<file path="src/rtl/vga_timing_pkg.sv">
// 640x480 @ 60 Hz VGA timing constants shared by the sync generator and the pixel colour stage.
package vga_timing_pkg;

    localparam int CNT_W       = 10;
    localparam int PIX_CLK_DIV = 4;

    localparam int H_VISIBLE = 640;
    localparam int H_FRONT   = 16;
    localparam int H_SYNC    = 96;
    localparam int H_BACK    = 48;
    localparam int H_TOTAL   = H_VISIBLE + H_FRONT + H_SYNC + H_BACK;

    localparam int V_VISIBLE = 480;
    localparam int V_FRONT   = 10;
    localparam int V_SYNC    = 2;
    localparam int V_BACK    = 33;
    localparam int V_TOTAL   = V_VISIBLE + V_FRONT + V_SYNC + V_BACK;

    // Both sync pulses are active-low for this mode.
    localparam logic SYNC_ACTIVE = 1'b0;

    // True when pos lies in [lo, lo+len); 11-bit so a window ending at 1024 still compares correctly.
    function automatic logic in_window(input logic [CNT_W-1:0] pos, input int lo, input int len);
        logic [CNT_W:0] w_pos;
        w_pos = {1'b0, pos};
        return (w_pos >= (CNT_W+1)'(lo)) && (w_pos < (CNT_W+1)'(lo + len));
    endfunction

endpackage

</file>
<file path="src/rtl/vga_sync_gen_clk_en_div.sv">
// Divide-by-DIV clock enable: tick is a registered one-clk pulse, high while the divider sits at DIV-1.
module clk_en_div #(
    parameter int DIV = 4
) (
    input  logic clk,
    input  logic rst_n,
    output logic tick
);

    localparam int W = (DIV > 1) ? $clog2(DIV) : 1;
    localparam logic [W-1:0] LAST = W'(DIV - 1);

    logic [W-1:0] r_div;
    logic [W-1:0] w_div_next;
    logic         r_tick;

    always_comb begin
        w_div_next = (r_div == LAST) ? '0 : r_div + W'(1);
    end

    // tick is registered from the next divider value so it is low during reset, even when DIV is 1.
    always_ff @(posedge clk) begin
        if (!rst_n) begin
            r_div  <= '0;
            r_tick <= 1'b0;
        end else begin
            r_div  <= w_div_next;
            r_tick <= (w_div_next == LAST);
        end
    end

    assign tick = r_tick;

endmodule

</file>
<file path="src/rtl/vga_sync_gen.sv">
// VGA timing generator: pixel enable, x/y counters and registered display/sync/start flags.
module vga_sync_gen
    import vga_timing_pkg::*;
#(
    parameter int CLK_DIV   = PIX_CLK_DIV,
    parameter int H_VISIBLE = vga_timing_pkg::H_VISIBLE,
    parameter int H_FRONT   = vga_timing_pkg::H_FRONT,
    parameter int H_SYNC    = vga_timing_pkg::H_SYNC,
    parameter int H_BACK    = vga_timing_pkg::H_BACK,
    parameter int V_VISIBLE = vga_timing_pkg::V_VISIBLE,
    parameter int V_FRONT   = vga_timing_pkg::V_FRONT,
    parameter int V_SYNC    = vga_timing_pkg::V_SYNC,
    parameter int V_BACK    = vga_timing_pkg::V_BACK
) (
    input  logic             clk,
    input  logic             rst_n,
    output logic [CNT_W-1:0] x,
    output logic [CNT_W-1:0] y,
    output logic             display,
    output logic             Hsync,
    output logic             Vsync,
    output logic             pixelTick,
    output logic             lineStart,
    output logic             frameStart
);

    localparam int HT = H_VISIBLE + H_FRONT + H_SYNC + H_BACK;
    localparam int VT = V_VISIBLE + V_FRONT + V_SYNC + V_BACK;
    localparam logic [CNT_W-1:0] H_LAST = CNT_W'(HT - 1);
    localparam logic [CNT_W-1:0] V_LAST = CNT_W'(VT - 1);

    logic             w_tick;
    logic [CNT_W-1:0] r_x, r_y;
    logic [CNT_W-1:0] w_x_next, w_y_next;
    logic             r_display, r_hsync, r_vsync;
    logic             r_line_start, r_frame_start;

    clk_en_div #(
        .DIV (CLK_DIV)
    ) u_pix_div (
        .clk   (clk),
        .rst_n (rst_n),
        .tick  (w_tick)
    );

    // Counters sit at the last position in reset so the first tick lands on (0,0).
    always_comb begin
        w_x_next = r_x;
        w_y_next = r_y;
        if (w_tick) begin
            if (r_x == H_LAST) begin
                w_x_next = '0;
                w_y_next = (r_y == V_LAST) ? '0 : r_y + CNT_W'(1);
            end else begin
                w_x_next = r_x + CNT_W'(1);
            end
        end
    end

    // Decodes use the next counter values so flags and counters change on the same edge.
    always_ff @(posedge clk) begin
        if (!rst_n) begin
            r_x           <= H_LAST;
            r_y           <= V_LAST;
            r_display     <= 1'b0;
            r_hsync       <= ~SYNC_ACTIVE;
            r_vsync       <= ~SYNC_ACTIVE;
            r_line_start  <= 1'b0;
            r_frame_start <= 1'b0;
        end else if (w_tick) begin
            r_x           <= w_x_next;
            r_y           <= w_y_next;
            r_display     <= in_window(w_x_next, 0, H_VISIBLE) && in_window(w_y_next, 0, V_VISIBLE);
            r_hsync       <= in_window(w_x_next, H_VISIBLE + H_FRONT, H_SYNC) ? SYNC_ACTIVE : ~SYNC_ACTIVE;
            r_vsync       <= in_window(w_y_next, V_VISIBLE + V_FRONT, V_SYNC) ? SYNC_ACTIVE : ~SYNC_ACTIVE;
            r_line_start  <= (w_x_next == '0);
            r_frame_start <= (w_x_next == '0) && (w_y_next == '0);
        end else begin
            r_line_start  <= 1'b0;
            r_frame_start <= 1'b0;
        end
    end

    assign x          = r_x;
    assign y          = r_y;
    assign display    = r_display;
    assign Hsync      = r_hsync;
    assign Vsync      = r_vsync;
    assign pixelTick  = w_tick;
    assign lineStart  = r_line_start;
    assign frameStart = r_frame_start;

endmodule
</file>
<file path="config.mk">
export PLATFORM = sky130hd
export DESIGN_NAME = vga_sync_gen
export DESIGN_NICKNAME = d
export VERILOG_FILES = /design/src/rtl/vga_timing_pkg.sv /design/src/rtl/vga_sync_gen_clk_en_div.sv /design/src/rtl/vga_sync_gen.sv
export SDC_FILE = /design/constraint.sdc
export NUM_CORES = 1
export LEC_CHECK = 0
export BUFFER_PORTS_ARGS = -buffer_cell sky130_fd_sc_hd__clkbuf_2
export CAP_MARGIN = 40
export CORE_MARGIN = 2
export CORE_UTILIZATION = 55
export CTS_CLUSTER_DIAMETER = 200
export DETAILED_ROUTE_END_ITERATION = 16
export MAX_ROUTING_LAYER = met4
export PLACE_DENSITY = 0.78
export SYNTH_ARGS = -nofsm -noshare
export SYNTH_HDL_FRONTEND = slang
export SYNTH_SLANG_ARGS = --single-unit
export TNS_END_PERCENT = 20
</file>
<file path="constraint.sdc">
create_clock -name clk -period 5.47 [get_ports clk]
set_input_delay 0.2735 -clock clk [delete_from_list [all_inputs] [get_ports clk]]
set_output_delay 0.2735 -clock clk [all_outputs]
set_load 0.01 [all_outputs]
</file>
==> flow_summary.yaml <==
global_route:
  grt-ovfl-total: 0
  grt_pass1_vias: 1386
  most_used_routing_layer_in_global_routing: "met1"
  gr-usage-met3_pct: 2.637
  groute.layer.met2.usage_pct: 36.12
  grt_start_max_net_pins: 19
  global_route.usage.total_pct: 25.58
  gr-usage-met1_pct: 38.19
  grt_pass1_wl_mm: 6.603
  number_of_antenna_violations_at_the_first_check_in_global_routing: 0
clock_tree:
  numCtsBuffers: 3
  max-clock-path-buffers: 2
  post_cts_resize_count: 0
  insertion_delay_ns: 0.33
  htree_levels: 1
  cts_sinks: 28
  post_cts_hold_buffer_count: 0
  clock_tree.root_cell: "sky130_fd_sc_hd__clkbuf_4"
  clock_tree_from_tritoncts: "done"
  post-cts-setup-buffer-count: 0
  clk_pin_slew_worst_paths_ns: 0.15
sta:
  setup_tns_ns: 0
  timing.hold.ws_ns: 0.3276
  setup_slack_after_layout_ns: 2.771
  grt_setup_unrepaired: "no"
  post-route-min-period_ns: 2.699
  timing.clock.skew_ns: 0.002474
  worst_slew_margin_rel_pct: 53.43
  final-hold-violation-count: 0
  max_slew.worst_pin.slew_ns: 0.6922
  fmax_mhz: 370.5
  drv_slew: 0
  finalSetupViolCount: 0
  period_share_pct: 49.35
placement:
  total_instance_count_after_detailed_placement: 246
  dp_worst_setup_slack_ns: 2.795
  buffer_ports.inserted: 27
  dpl.hpwl_mm: 2.840
  dpl-instance-area_um2: 1753
  gpl.final_weighted_congestion: 0.9144
cells_and_area:
  n_antenna_cell: 0
  postLayoutCellArea_um2: 1775
  final_nets: 227
  layout-drive-gt1-share_pct: 18.35
  layout.core_utilization_pct: 63.83
  area_growth_syn_to_layout_pct: 8.486
  final.fill_count: 253
  layoutNonFillerInstCount: 249
detailed_routing:
  drt-total-wl_mm: 3.888
  avgViaCountPerCell: 6.269
  routed-via-count: 1561
  avgRoutedWirePerCell_um: 15.61
  drc: 0
  drt-initial-drc-count: 71
  detail_route.first_pass.iterations: 4
  detail-route-antenna-nets: 0
floorplan:
  die-height_um: 58.55
  total_die_area_um2: 3428
  dieWidth_um: 58.55
  core_region_area_um2: 2781
  num_io_pins: 28
  placementRows: 19
  starting_density_of_the_core_pct: 58.84
power_and_ir_drop:
  post-layout-total-power_uw: 398.5
  max_vdd_drop_uv: 209.7
  static_leakage_power_nw: 0.7586
  power-per-cell-area_nw_per_um2: 224.5
run:
  maxCapViolCount: 0
critical_path:
  peak_per_stage_delay_on_the_critical_path_ns: 0.54
  largest_delay_contributor_family_on_the_critical_path: "simple AND/OR/NAND/NOR gates"
  cp-end-kind: "flop"
  critical_path_slowest_stage_cell: "sky130_fd_sc_hd__or4_4"
  worstPathRequired_ns: 5.72
  data_arrival_time_of_the_critical_path_ns: 2.95
  kind_of_start_point_of_the_critical_path: "flop"
  path_cells: "ha_1, nand2_1, or4_4, or3_4, xor2_1, and4bb_2, o41ai_1"
  path_buf_inv: 0
  cp_max_fo: 12
  path_class: "reg -> reg"
yosys:
  ys_types: 51
  ys.flop_type: "sky130_fd_sc_hd__dfxtp_1"
  synth_commonest_cells: "28 x sky130_fd_sc_hd__dfxtp_1, 22 x sky130_fd_sc_hd__nand2_1, 21 x sky130_fd_sc_hd__nor2_1"
  post_synth_instance_area_um2: 1637
  synth_top_cell_by_area: "sky130_fd_sc_hd__dfxtp_1"
  synth_enable_flop_cells: 0
  syn_inst: 198
  synth.net_count: 205
  syn_avg_cell_area_um2: 8.266
  post-synth-top-area-fraction_pct: 34.25
  ys_ff_latch: 28
  ys_seq_area_share_pct: 34.25
  synth_async_sr_flop_share_pct: 0
  synth_most_common_cell: "sky130_fd_sc_hd__dfxtp_1"
  synthesis.yosys.warnings: 0
  synth.area.top_cells: "sky130_fd_sc_hd__dfxtp_1 34%, sky130_fd_sc_hd__nand2_1 5.0%, sky130_fd_sc_hd__nor2_1 4.8%"
min_path:
  min-delay-path-class: "in -> reg"
outcome:
  outcome: "completed"
==> sequential cells by signal, summed over array words and instances, names as in the netlist <==
signal,cells
x,10
y,10
u_pix_div.r_div,2
Hsync,1
Vsync,1
display,1
frameStart,1
lineStart,1
u_pix_div.tick,1
==> metal layers <==
layer	wire length (um)	part of all wire [%]
met2	1712	44
met1	1917	49
met4	53	1.4
met3	205	5.3
met5	0	0
==> worst register-to-register path, delay by kind of cell (launching register included) <==
| family | cells | cell delay [ns] |
|---|---|---|
| AOI/OAI and AO/OA | 1 | 0.28 |
| xor gates and xnor gates | 1 | 0.19 |
| adders and majority gates | 1 | 0.32 |
| DFF | 1 | 0.44 |
| and+or+nand+nor | 4 | 1.37 |
==> worst paths after layout <==
kind,slack [ns],to,cells past startpoint,startpoint
max,2.77,display,7,x[1]
min,0.33,x[4],2,rst_n
max reg2reg,2.77,display,7,x[1]
min reg2reg,0.48,u_pix_div.r_div[0],1,u_pix_div.r_div[0]
==> cell families (layout without fill, tap and decap cells) <==
| group | Yosys count | count (layout) | synth area share (%) |
|---|---|---|---|
| adder cells (fa/ha/maj) | 5 | 5 | 3.823 |
| multiplexers | 2 | 2 | 1.529 |
| flip-flops | 28 | 28 | 34.25 |
| AND/OR/NAND/NOR | 90 | 90 | 31.58 |
| AO/OA/AOI/OAI | 42 | 42 | 17.20 |
| XOR/XNOR | 10 | 10 | 5.351 |
| buffers and inverters | 21 | 41 | 6.268 |
==> cells in the final DEF (no fill, tap or decap), drive strengths merged, types with 2 or more instances in the layout <==
cell type / synthesis / routed
o211ai: 2 / 2
and3: 4 / 4
and4: 2 / 2
nand2b: 2 / 2
nand4: 6 / 6
a41oi: 2 / 2
nand3b: 2 / 2
xor2: 6 / 6
and2: 4 / 4
a21oi: 8 / 8
nand3: 8 / 8
nor2: 21 / 21
nor4: 5 / 5
o311ai: 3 / 3
nand2: 22 / 22
nor3: 6 / 6
a31oi: 3 / 3
dfxtp: 28 / 28
xnor2: 4 / 4
o21ai: 10 / 10
inv: 9 / 9
o22ai: 2 / 2
clkbuf: 6 / 30
or4: 3 / 3
ha: 5 / 5
o31ai: 3 / 3
==> power breakdown <==
group	internal, mW	total [mW]	switching (mW)
clock network	0.0259	0.0878	0.0619
logic	0.0336	0.0829	0.0492
registers	0.212	0.228	0.0157
total	0.272	0.399	0.127
==> area by class of cell <==
class	count	area [um2]	share of cell area, %
repair buffers	28	142.6	8.034
clock buffers	3	22.52	1.269
well taps	31	38.79	2.185
flip-flops and latches	28	560.5	31.57
multi-input cells	149	973.4	54.83
inverters	10	37.54	2.114
Note: power is estimated with default switching activity, not from simulation.
